--- config.mk ---
export PLATFORM = sky130hd
export DESIGN_NAME = pulse_fsm_decoder
export DESIGN_NICKNAME = d
export VERILOG_FILES = /design/src/rtl/pulse_fsm_decoder.sv
export SDC_FILE = /design/constraint.sdc
export NUM_CORES = 1
export LEC_CHECK = 0
export ABC_AREA = 1
export ABC_CLOCK_PERIOD_IN_PS = 1780
export CORE_UTILIZATION = 25
export DETAILED_ROUTE_END_ITERATION = 6
export PLACE_DENSITY = 0.41
export SLEW_MARGIN = 30
export SYNTH_ARGS = -nofsm -noshare
export SYNTH_HDL_FRONTEND = slang
export SYNTH_SLANG_ARGS = --single-unit
--- constraint.sdc ---
create_clock -name clock -period 1.78 [get_ports clock]
set_clock_uncertainty 0.15 [all_clocks]
set_input_delay 0.178 -clock clock [delete_from_list [all_inputs] [get_ports clock]]
set_output_delay 0.178 -clock clock [all_outputs]
set_load 0.02 [all_outputs]
--- src/rtl/pulse_fsm_decoder.sv ---
// pulse_fsm_decoder: measures synchronous pulse widths and reports valid/short/long strobes
module pulse_fsm_decoder #(
  parameter int MIN_WIDTH  = 1,
  parameter int MAX_WIDTH  = 4,
  parameter int WIDTH_BITS = $clog2(MAX_WIDTH + 1),
  parameter int COUNT_BITS = 8
) (
  input  logic                  clock,
  input  logic                  reset,
  input  logic                  pulse,
  output logic                  valid,
  output logic [WIDTH_BITS-1:0] width,
  output logic                  err_short,
  output logic                  err_long,
  output logic                  level,
  output logic [COUNT_BITS-1:0] count
);
  localparam logic [1:0] SYNC = 2'd0;
  localparam logic [1:0] IDLE = 2'd1;
  localparam logic [1:0] HIGH = 2'd2;
  localparam logic [1:0] LONG = 2'd3;
  localparam logic [WIDTH_BITS-1:0] MINW = WIDTH_BITS'(MIN_WIDTH);
  localparam logic [WIDTH_BITS-1:0] MAXW = WIDTH_BITS'(MAX_WIDTH);
  logic [1:0]            state;
  logic [WIDTH_BITS-1:0] cnt;
  // State walk, width measurement and one-cycle classification strobes
  always_ff @(posedge clock) begin
    valid     <= 1'b0;
    err_short <= 1'b0;
    err_long  <= 1'b0;
    if (reset) begin
      state <= SYNC;
      cnt   <= '0;
      width <= '0;
      level <= 1'b0;
      count <= '0;
    end else begin
      case (state)
        SYNC: if (!pulse) state <= IDLE;
        IDLE: if (pulse) begin
          state <= HIGH;
          cnt   <= WIDTH_BITS'(1);
        end
        HIGH: if (pulse) begin
          if (cnt == MAXW) begin
            err_long <= 1'b1;
            state    <= LONG;
          end else cnt <= cnt + 1'b1;
        end else begin
          state <= IDLE;
          if (cnt >= MINW) begin
            valid <= 1'b1;
            width <= cnt;
            level <= ~level;
            count <= count + 1'b1;
          end else err_short <= 1'b1;
        end
        default: if (!pulse) state <= IDLE;
      endcase
    end
  end
endmodule

==> flow_summary.yaml, run 1 <==
min_path:
  whs_path_depth: 2
  hp-class: "register to register"
  worstHoldStart: "width[1]"
floorplanning:
  fp.dieW_um: 64.9
  die_h_um: 64.9
  core_area_mm2: 0.00372
  pin_count: 18
  rows: 22
  dieArea_mm2: 0.00421
  start_util_pct: 26.6
detailed_routing:
  routed_wl_um: 1990
  antenna_left: 0
  wl_per_cell_um: 10.1
  route.detailed.drc: 0
  drt_first_iter_violations: 46
  vias_per_cell: 4.32
  dr.pass1.iters: 4
  vias: 852
critical_path:
  worst-path-buf-inv: 1
  cp_num_cells: 1
  cp.required_ps: 1450
  crit_type: "register to output pin"
  max_stage_delay_ps: 640
  r2r_cells: 8
  critPathArrivalTime_ps: 1340
  cp_slowest_cell: "clkdlybuf4s50_1"
  cp-end-kind: "output pin"
  path_max_fanout: 6
  startpoint_type: "register"
  timing.rr.start: "state[0]"
  crit_family: "buffers and inverters"
  cp_cell_sequence: "clkdlybuf4s50_1"
  crit_start: "count[2]"
cts:
  clockRootBuffer: "clkbuf_8"
  clk_latency_ps: 260
  clock_path_buffers: 2
  cts_tree: "yes"
  cts_made_buffers: 3
  path_clk_slew_ps: 80
  holdBufCountCts: 0
  clock_sinks: 20
  cts-resized-gates: 0
  htreeDepth: 1
  cts_setup_buffers: 0
power:
  powerDensity_mw_per_mm2: 754
  p_leak_nw: 0.512
  irDropWorstVdd_mv: 0.399
timing:
  final_hold_viol_count: 0
  slew_headroom_pct: 70.5
  grt_setup_unrepaired: "false"
  slew_viol_final: 0
  period_share_pct: 93.6
  max_freq_mhz: 600
  worst_pin_slew_ps: 442
  finalCriticalPeriod_ps: 1670
  setup_violations: 0
  fin_setup_tns_ps: 0
  whs_ps: 322
run:
  max_cap_violations: 0
cells_and_area:
  drive_gt1_share_pct: 16.1
  n_antenna_cell: 0
  syn_to_final_growth_pct: 29.8
  nets: 160
  num-fill-cells: 410
  final_common_cell: "dfxtp_1"
  final_cell_mix: "dfxtp_1 (20), nor2_1 (19), nand2_1 (18), clkdlybuf4s50_1 (17), nand3_1 (14)"
synth:
  synth_cell_types: 22
  ys_seq_elements: 20
  synth_area_um2: 990
  yosys.area_share.adder_pct: 8.85
  yosysSeqAreaShare_pct: 40.5
  synth_compound_area_share_pct: 11.5
  synth_cells: 126
  yosys-top-cells-area: "dfxtp_1 (40%), ha_1 (8.8%), nor2_1 (7.2%)"
  synth_fp_nets: 136
  yosysTopAreaCell: "dfxtp_1"
  avgSynthCellArea_um2: 7.85
  synth_top_family_by_area: "simple AND/OR/NAND/NOR gates"
  ys_warn_count: 0
  synthSimpleGateAreaFrac_pct: 31.0
  synth_mux_area_share_pct: 0
  yosysTopAreaCellShare_pct: 40.5
  synth_xor_area_share_pct: 0.885
placement:
  hpwl_um: 1500
  portBuffers: 17
  gp_congestion: 0.758
global_routing:
  overflow: 0
  grt_max_degree: 14
  antenna_found_initial: 0
  grt_pass1_wl_um: 3420
  grt_pass1_vias: 804
  grtUsageTotal_pct: 10.8
run_status:
  outcome: "completed"
[cell type report]
class | instances | area, um^2 | area share, %
Clock buffer | 4 | 55.1 | 4.28
Inverter | 12 | 45.0 | 3.51
Multi-Input combinational cell | 91 | 517 | 40.2
Sequential cell | 20 | 400 | 31.2
Tap cell | 48 | 60.1 | 4.67
Timing Repair Buffer | 22 | 208 | 16.2
[flip-flops by register name, summed over array words and instances, names as in the netlist]
name       cells
cnt            3
valid          1
count          8
width          3
err_long       1
level          1
state          2
err_short      1
[Yosys cell counts]
cell type / n
buf_8: 1
dfxtp_1: 20
a21oi_1: 8
a31oi_1: 1
buf_2: 1
o21ai_2: 3
a21oi_2: 1
nor2_4: 2
nand2_4: 1
nand3_2: 1
nand2_2: 5
nand2_1: 18
ha_1: 7
nor2_2: 2
o21bai_1: 1
o21ai_0: 5
nand3_1: 14
nor2_1: 19
buf_4: 1
nor3_1: 2
xor2_1: 1
inv_1: 12
[layer usage]
metal / global-route usage [%] / vias to the layer above / wire length, um
met3: 4.23 / 2 / 79
met1: 12.0 / 386 / 947
met5: 0 / - / 0
met4: 2.50 / 0 / 18
met2: 19.1 / 11 / 940
li1: - / 453 / -
[where the power goes]
group | switching (W) | internal (W) | total, W | leakage, nW
combinational | 0.0000914 | 0.0000545 | 0.000146 | 0.321
sequential | 0.0000110 | 0.000461 | 0.000472 | 0.162
clock | 0.000154 | 0.000197 | 0.000351 | 0.0288
[kinds of logic after synthesis]
group / count (synthesis)
AOI/OAI and AO/OA: 19
xor gates and xnor gates: 1
adders and majority gates: 7
buffers and inverters: 15
DFF: 20
and+or+nand+nor: 64
[worst paths after layout]
path | end | slack, ps
max | count[2] | 110
min | width[1] | 320
max reg2reg | count[3] | 230
min reg2reg | width[1] | 320
[per-stage QoR]
step | std cells | total power, W | util [%] | setup WS, ps | area (um^2)
finish | 197 | 0.000969 | 34.6 | 113 | 1280
global route | 197 | 0.00102 | 34.6 | 63.7 | 1280
CTS | 197 | 0.000989 | 34.6 | 95.2 | 1280
detailed placement | 193 | 0.000631 | 33.1 | 104 | 1230
global placement | 193 | 0.000627 | 33.1 | 138 | 1230
floorplan | 126 | 0.000590 | - | 340 | 990
No activity file was read; power rests on OpenSTA's default activity.
==> run 2: changes to the inputs <==
Settings changed: ABC_CLOCK_PERIOD_IN_PS 1780 to default.
==> results of run 2 <==
The final DEF is identical to that of run 1; final timing and power are the same.
==> run 3: changes to the inputs <==
Settings changed: CORE_UTILIZATION 25 to 47, GPL_TIMING_DRIVEN from default to 1, PLACE_DENSITY 0.41 to 0.7.
==> run 3 against run 2 <==
Net effect: final area down 4.5%; flip-flop and latch count did not move; hold slack improved by 2.5 ps; clock-buffer cell count did not move; fmax up 0.62%; cell count shrank 12%.
==> flow_summary.yaml, run 3 (synthesis results as in run 1) <==
cts:
  clockRootBuffer: "clkbuf_4"
  htreeDepth: 1
  holdBufCountCts: 0
  clk_latency_ps: 300
  clock_path_buffers: 2
  cts_made_buffers: 3
  clock_sinks: 20
  cts_tree: "yes"
  cts_setup_buffers: 0
  path_clk_slew_ps: 120
placement:
  dpl_cell_area_mm2: 0.00119
  portBuffers: 17
  gp_congestion: 0.839
  hpwl_um: 1340
min_path:
  whs_path_depth: 2
  hp-class: "register to register"
critical_path:
  cp_cell_sequence: "clkdlybuf4s50_1"
  cp.required_ps: 1450
  r2r_cells: 9
  crit_family: "buffers and inverters"
  worst-path-buf-inv: 1
  reg2reg_slack_ps: 200
  crit_type: "register to output pin"
  startpoint_type: "register"
  cp-end-kind: "output pin"
  cp_slowest_cell: "clkdlybuf4s50_1"
  critPathArrivalTime_ps: 1330
  crit_start: "count[5]"
  cp_num_cells: 1
  timing.rr.start: "state[0]"
  reg2reg_to: "count[7]"
  path_max_fanout: 5
  max_stage_delay_ps: 630
  crit_path_end: "count[5]"
timing:
  setup_violations: 0
  max_freq_mhz: 604
  fin_setup_tns_ps: 0
  slew_headroom_pct: 69.5
  period_share_pct: 93.1
  grt_setup_unrepaired: "false"
  final_hold_viol_count: 0
  worst_pin_slew_ps: 457
  finalCriticalPeriod_ps: 1660
  slew_viol_final: 0
floorplanning:
  die_h_um: 47.9
  core_area_mm2: 0.00196
  rows: 16
  fp.dieW_um: 47.9
  pin_count: 18
  start_util_pct: 50.4
  dieArea_mm2: 0.00229
cells_and_area:
  nets: 158
  fin_area_mm2: 0.00123
  top_register: "count"
  syn_to_final_growth_pct: 24.0
  n_antenna_cell: 0
  drive_gt1_share_pct: 15.0
  largest_register_ffs: 8
  final_cell_mix: "dfxtp_1 (20), nor2_1 (19), nand2_1 (18), clkdlybuf4s50_1 (16), nand3_1 (14)"
  final_common_cell: "dfxtp_1"
  reg.largest.list: "count x8, cnt x3, width x3"
power:
  switching_share_pct: 27.7
  p_leak_nw: 0.513
  powerDensity_mw_per_mm2: 718
  comb_power_share_pct: 15.9
  pwr-share-clk_pct: 30.6
  power.internal_w: 0.000638
  irDropWorstVdd_mv: 0.461
  power.switching_w: 0.000244
  power_frac_seq_pct: 53.6
detailed_routing:
  routed_wl_um: 1770
  antenna_left: 0
  vias_per_cell: 4.79
  dr.pass1.iters: 4
  route.detailed.drc: 0
  vias: 834
  drt_first_iter_violations: 9
  wl_per_cell_um: 10.2
run:
  max_cap_violations: 0
global_routing:
  antenna_found_initial: 0
  overflow: 0
  grt_max_degree: 15
  grt_pass1_vias: 684
  grt_pass1_wl_um: 2930
  grtUsageTotal_pct: 18.4
run_status:
  outcome: "completed"
run 3: how the worst min path moves through the flow:
| stage | start | endpoint | slack (ps) |
|---|---|---|---|
| 2_1_floorplan | pulse | err_long | 170 |
| 3_3_place_gp | width[1] | width[1] | 310 |
| 3_5_place_dp | width[2] | width[2] | 310 |
| 4_1_cts | width[2] | width[2] | 330 |
| 5_1_grt | width[2] | width[2] | 350 |
| 6_report | width[2] | width[2] | 320 |
run 3: layer usage:
| layer | vias up | track usage, % | part of all wire [%] |
|---|---|---|---|
| li1 | 447 | - | - |
| met1 | 369 | 25.3 | 49 |
| met2 | 16 | 27.8 | 46 |
| met3 | 2 | 3.40 | 3.5 |
| met4 | 0 | 8.33 | 1.3 |
| met5 | - | 0 | 0 |
run 3: worst min-delay path, stage by stage (launching register included):
cell     delay [ps]
dfxtp_1         330
nand3_1          70
nand2_1          40
run 3: cell type report:
cell class,count,area [um^2]
Clock buffer,4,36.3
Fill cell,197,734
Inverter,12,45.0
Multi-Input combinational cell,91,517
Sequential cell,20,400
Tap cell,27,33.8
Timing Repair Buffer,20,195
run 3: power by group through the flow:
stage	Sequential, W	Combinational [W]	Clock [W]
finish	0.000472	0.000140	0.000269
global route	0.000474	0.000161	0.000297
CTS	0.000472	0.000141	0.000273
detailed placement	0.000482	0.000141	0
global placement	0.000481	0.000138	0
floorplan	0.000485	0.000105	0
run 3: what timing repair did:
item                                    4_1_cts  5_1_grt
endpoints found under the setup margin        0        1
gates resized for setup                       0        1
endpoints found under the hold margin         0        0
run 3: through the flow:
| stage | total power, W | instances | hold WS [ps] | util, % | worst slack [ps] |
|---|---|---|---|---|---|
| after CTS | 0.000886 | 174 | 330 | 62.4 | 34.4 |
| after detailed placement | 0.000623 | 170 | 313 | 60.6 | 74.9 |
| after global routing | 0.000933 | 174 | 353 | 62.6 | 61.9 |
| after global placement | 0.000619 | 170 | 309 | 60.6 | 126 |
| after floorplan | 0.000590 | 126 | 174 | - | 340 |
| final | 0.000881 | 174 | 325 | 62.6 | 124 |
